--- src/rtl/io_addr_decode_sync.sv ---
`default_nettype none
// +----------------------------------------------------------------------------+
// | io_addr_decode_sync: registered one-hot port-bus read/write select decoder |
// | Rev 1.0                                                                    |
// +----------------------------------------------------------------------------+
module io_addr_decode_sync #(
  parameter  int unsigned BANK_W = 2,
  parameter  int unsigned SEL_W  = 4,
  parameter  int unsigned HOLD   = 1,
  localparam int unsigned AW     = BANK_W + SEL_W,
  localparam int unsigned N      = 1 << AW
) (
  input  logic          clk,
  input  logic          reset,
  input  logic [AW-1:0] ADDR,
  input  logic          READ,
  input  logic          WRITE,
  output logic [N-1:0]  READS,
  output logic [N-1:0]  WRITES,
  output logic          BUSY,
  output logic          ERR
);

  typedef enum logic [1:0] {
    ST_IDLE    = 2'd0,
    ST_STROBE  = 2'd1,
    ST_RELEASE = 2'd2
  } state_t;

  localparam logic [7:0]   HOLD_CNT = 8'(HOLD);
  localparam logic [N-1:0] ONE_HOT0 = {{(N-1){1'b0}}, 1'b1};

  state_t          state_q;
  logic [7:0]      cnt_q;
  logic [AW-1:0]   addr_q;
  logic            wr_q;
  logic [N-1:0]    reads_q;
  logic [N-1:0]    writes_q;
  logic            busy_q;
  logic            err_q;

  logic [N-1:0]    w_addr_sel;
  logic [N-1:0]    w_latched_sel;

  assign w_addr_sel    = ONE_HOT0 << ADDR;
  assign w_latched_sel = ONE_HOT0 << addr_q;

  always_ff @(posedge clk) begin
    if (reset) begin
      state_q  <= ST_IDLE;
      cnt_q    <= 8'd0;
      addr_q   <= '0;
      wr_q     <= 1'b0;
      reads_q  <= '0;
      writes_q <= '0;
      busy_q   <= 1'b0;
      err_q    <= 1'b0;
    end else begin
      case (state_q)
        ST_IDLE: begin
          if (READ ^ WRITE) begin
            addr_q   <= ADDR;
            wr_q     <= WRITE;
            cnt_q    <= HOLD_CNT;
            state_q  <= ST_STROBE;
            busy_q   <= 1'b1;
            reads_q  <= WRITE ? '0 : w_addr_sel;
            writes_q <= WRITE ? w_addr_sel : '0;
          end else if (READ && WRITE) begin
            // Ambiguous request: flag it and wait for both strobes to drop.
            err_q    <= 1'b1;
            state_q  <= ST_RELEASE;
            busy_q   <= 1'b1;
            reads_q  <= '0;
            writes_q <= '0;
          end else begin
            reads_q  <= '0;
            writes_q <= '0;
            busy_q   <= 1'b0;
          end
        end

        ST_STROBE: begin
          if (cnt_q <= 8'd1) begin
            cnt_q    <= 8'd0;
            reads_q  <= '0;
            writes_q <= '0;
            // A still-asserted level request must not retrigger a second select.
            if (READ || WRITE) begin
              state_q <= ST_RELEASE;
              busy_q  <= 1'b1;
            end else begin
              state_q <= ST_IDLE;
              busy_q  <= 1'b0;
            end
          end else begin
            cnt_q    <= cnt_q - 8'd1;
            reads_q  <= wr_q ? '0 : w_latched_sel;
            writes_q <= wr_q ? w_latched_sel : '0;
          end
        end

        ST_RELEASE: begin
          reads_q  <= '0;
          writes_q <= '0;
          if (!READ && !WRITE) begin
            state_q <= ST_IDLE;
            busy_q  <= 1'b0;
          end
        end

        default: begin
          state_q  <= ST_IDLE;
          reads_q  <= '0;
          writes_q <= '0;
          busy_q   <= 1'b0;
        end
      endcase
    end
  end

  assign READS  = reads_q;
  assign WRITES = writes_q;
  assign BUSY   = busy_q;
  assign ERR    = err_q;

endmodule
`default_nettype wire
--- config.mk ---
export PLATFORM = sky130hd
export DESIGN_NAME = io_addr_decode_sync
export DESIGN_NICKNAME = d
export VERILOG_FILES = /design/src/rtl/io_addr_decode_sync.sv
export SDC_FILE = /design/constraint.sdc
export NUM_CORES = 1
export LEC_CHECK = 0
export ABC_CLOCK_PERIOD_IN_PS = 1800
export BUFFER_PORTS_ARGS = -buffer_cell sky130_fd_sc_hd__buf_2
export CORE_ASPECT_RATIO = 0.75
export CORE_MARGIN = 1
export CORE_UTILIZATION = 47
export DETAILED_ROUTE_END_ITERATION = 10
export GPL_TIMING_DRIVEN = 0
export PLACE_DENSITY = 0.75
export SLEW_MARGIN = 15
export SYNTH_ARGS = -nofsm -noshare
export SYNTH_HDL_FRONTEND = slang
export SYNTH_SLANG_ARGS = --single-unit
--- constraint.sdc ---
create_clock -name clk -period 1.8 [get_ports clk]
set_input_delay 0.18 -clock clk [delete_from_list [all_inputs] [get_ports clk]]
set_output_delay 0.18 -clock clk [all_outputs]
set_load 0.02 [all_outputs]
==> flow_metrics.py <==
metrics = {
    "worst_hold_path": {
        "hp-start": "ADDR[4]",
        "hold_class": "in -> reg",
        "hold_path_depth": 3,
        "hold_end": "addr_q[4]",
    },
    "yosys": {
        "yosys_warnings": 0,
        "synth_fa_ha_area_share_pct": 0.9255,
        "synth_edf_count": 0,
        "synth_compound_area_share_pct": 20.22,
        "synth_nets": 594,
        "synthXorXnorAreaFrac_pct": 0,
        "ys_ff_latch": 147,
        "synthSimpleGateAreaFrac_pct": 20.52,
        "synth_top_family_by_area": "simple AND/OR/NAND/NOR gates",
        "muxShareOfSynthArea_pct": 0.1851,
        "yosysUniqueCellTypes": 53,
        "synth.avg_cell_area_um2": 9.324,
        "ys.flop_type": "dfxtp_1",
        "async_flop_share_pct": 0,
        "synthCells": 580,
        "synth.yosys.seq_area_share_pct": 54.42,
        "syn_area_um2": 5408,
    },
    "global_route": {
        "first_global_vias": 5306,
        "grt_pass1_wl_um": 28400,
        "grt_max_degree": 17,
        "grt_use_total_pct": 31.40,
        "grt_antenna_before_repair": 0,
        "grt_overflow": 0,
    },
    "worst_setup_path": {
        "regToRegEndpoint": "READS[62]",
        "rrSetupSlack_ns": -0.09,
        "worstPathArrival_ns": 2.23,
        "cp_max_fo": 8,
        "crit_path_cell_trace": "inv_4 > ha_4 > or2_4 > buf_8 > a31oi_4 > buf_12 > nand3_4 > buf_8 > o22ai_2",
        "worstRegToRegCells": 9,
        "crit_slowest_cell": "dfxtp_4",
        "cpMostUsedCell": "buf_8",
        "cp_data_required_time_ns": 2.14,
        "crit_family": "buffers and inverters",
        "critical_path_class": "reg -> reg",
        "max_stage_delay_ns": 0.37,
        "timing.rr.start": "cnt_q[0]",
        "path_buf_inv": 4,
        "endpoint_kind": "flip-flop",
        "worstSetupStartpointType": "flip-flop",
    },
    "drt": {
        "vias_per_cell": 6.417,
        "avgRoutedWirePerCell_um": 22.59,
        "drt_iter0_markers": 701,
        "first_pass_iters": 7,
        "drc": 0,
        "antenna_left": 0,
        "finalWirelength_um": 20490,
        "vias": 5820,
    },
    "timing": {
        "relSlewSlack_pct": 37.61,
        "fin_ws_ns": -0.09457,
        "hold_slack_ns": 0.04710,
        "finClkSkew_ns": 0.009335,
        "min_period_ns": 1.895,
        "min_period_over_period_pct": 105.3,
        "rsz0062_at_grt": "yes",
        "max_freq_mhz": 527.8,
        "setup-violations-final": 44,
        "hold_violations": 0,
        "worst_pin_slew_ns": 0.9325,
        "final_max_slew_viol_count": 0,
    },
    "die": {
        "io_pins": 140,
        "initial_core_util_pct": 48.87,
        "core_area_um2": 11070,
        "die_area_um2": 11940,
        "die_height_um": 94.90,
        "die_w_um": 125.9,
        "rows": 33,
    },
    "power": {
        "p_sw_share_pct": 26.81,
        "p_switching_uw": 2143,
        "leakagePower_uw": 0.003063,
        "p_int_uw": 5852,
        "combPwrFrac_pct": 11.8,
        "ir_drop_mv": 0.6696,
        "pwr-share-seq_pct": 41.9,
        "power.share.clock_pct": 46.4,
        "powerDensity_nw_per_um2": 1004,
    },
    "run_status": {
        "status": "finished, violations left",
        "violations": "setup timing",
    },
    "clock_tree": {
        "cts.clk_slew.worst_paths_ns": 0.06,
        "cts_buffers": 17,
        "clock-sinks": 147,
        "root_buffer": "clkbuf_16",
        "cts_max_level": 4,
        "cts_tree": "built",
        "clk_latency_ns": 0.44,
        "ctsLongestPathBuffers": 2,
    },
    "layout": {
        "final_nets": 768,
        "n_antenna_cell": 0,
        "fillers": 769,
        "layout-drive-gt1-share_pct": 41.46,
        "final_core_util_pct": 71.95,
        "syn_to_final_growth_pct": 47.22,
        "final_cell_area_um2": 7961,
    },
    "place": {
        "dpl-instance-area_um2": 6311,
        "place.gp.congestion": 0.9854,
        "port_buffers": 138,
        "hpwl_um": 12590,
    },
    "job": {
        "drv_cap": 0,
    },
}
==> routing by layer <==
metal | part of all wire (%) | wire length [um] | global-route usage, %
met2 | 45 | 9246 | 47.69
met4 | 3.1 | 645 | 12.25
met5 | 0 | 0 | 0
met3 | 13 | 2573 | 9.235
met1 | 39 | 8023 | 42.19
==> worst max path at each step <==
stage | from | to | slack, ns | cells past startpoint
after global placement | WRITE | READS[0] | -0.40 | 7
after CTS | state_q[1] | WRITES[48] | -0.11 | 5
after global routing | cnt_q[1] | READS[62] | -0.14 | 9
after floorplan | cnt_q[0] | WRITES[22] | 0.002 | 8
after detailed placement | state_q[1] | READS[37] | -0.43 | 5
final | cnt_q[0] | READS[62] | -0.09 | 9
==> registers in the layout, summed over array words and instances, names as in the netlist <==
name	cells
ERR	1
wr_q	1
BUSY	1
state_q	2
addr_q	6
cnt_q	8
READS	64
WRITES	64
==> cell families (layout without fill, tap and decap cells) <==
logic type / after synthesis / in the layout
simple gates: 221 / 221
mux: 1 / 1
buf+inv: 44 / 231
compound gates: 163 / 163
fa+ha+maj: 4 / 4
flops: 147 / 147
==> per-stage QoR <==
stage / TNS (ns) / power (uW) / cells / setup WS [ns]
floorplan: 0 / 3895 / 580 / 0.002127
global placement: -24.97 / 4080 / 858 / -0.4023
detailed placement: -30.86 / 4104 / 858 / -0.4298
CTS: -3.530 / 7793 / 901 / -0.1148
global route: -4.204 / 8174 / 907 / -0.1376
finish: -1.673 / 7996 / 907 / -0.09457
==> worst reg2reg max path, delay by kind of cell, from the launching register on <==
| kind | cells | cell delay (ns) |
|---|---|---|
| buffers and inverters | 4 | 0.55 |
| and+or+nand+nor | 2 | 0.39 |
| DFF | 1 | 0.37 |
| AOI/OAI and AO/OA | 2 | 0.34 |
| adders and majority gates | 1 | 0.14 |
==> area by class of cell <==
class,instances,area [um2],share of cell area (%)
multi-input combinational,389,2980,37.44
tap,140,175.2,2.200
buffer,35,242.7,3.049
timing repair buffer,159,983.4,12.35
clock inverter,12,153.9,1.933
inverter,5,21.27,0.2672
clock buffer,20,456.7,5.736
sequential,147,2948,37.03
==> what timing repair did <==
action / 4_1_cts / 5_1_grt
buffers inserted: 9 / 7
gates cloned: 2 / 3
pin swaps: 4 / 28
resized for setup: 49 / 108
hold buffers: 0 / 0
endpoints found under the setup margin: 132 / 139
==> power groups by stage <==
stage          Combinational, uW  Clock (uW)  Sequential (uW)
2_1_floorplan                484           0             3410
3_5_place_dp                 696           0             3410
3_3_place_gp                 675           0             3410
5_1_grt                      988        3830             3350
6_report                     940        3710             3350
4_1_cts                      786        3670             3340
==> cells in the mapped netlist (6+ instances only) <==
master | count | area [um2]
nand3_1 | 39 | 195.2
buf_2 | 7 | 35.03
o22ai_1 | 97 | 606.8
o21ai_0 | 6 | 30.03
nor2_1 | 32 | 120.1
o32ai_1 | 12 | 105.1
nand2b_1 | 8 | 50.05
nor2b_1 | 11 | 68.82
clkbuf_1 | 26 | 97.59
and2_1 | 10 | 62.56
dfxtp_1 | 147 | 2943
nor3_1 | 10 | 50.05
nand2_1 | 79 | 296.5
a21oi_1 | 23 | 115.1
==> placed cells by master, fill, tap and decap left out, types with 8 or more instances in the layout <==
cell,instances
a21oi_1,18
buf_2,140
nor2_1,27
o32ai_2,10
o22ai_4,13
nand2b_1,8
clkbuf_1,18
and2_1,9
dfxtp_1,145
clkbuf_16,20
nand2_1,75
o22ai_1,48
buf_4,9
nor3_1,8
nand3_1,35
nor2b_1,8
o22ai_2,38
buf_6,8
Power figures use the tool's default switching activity.
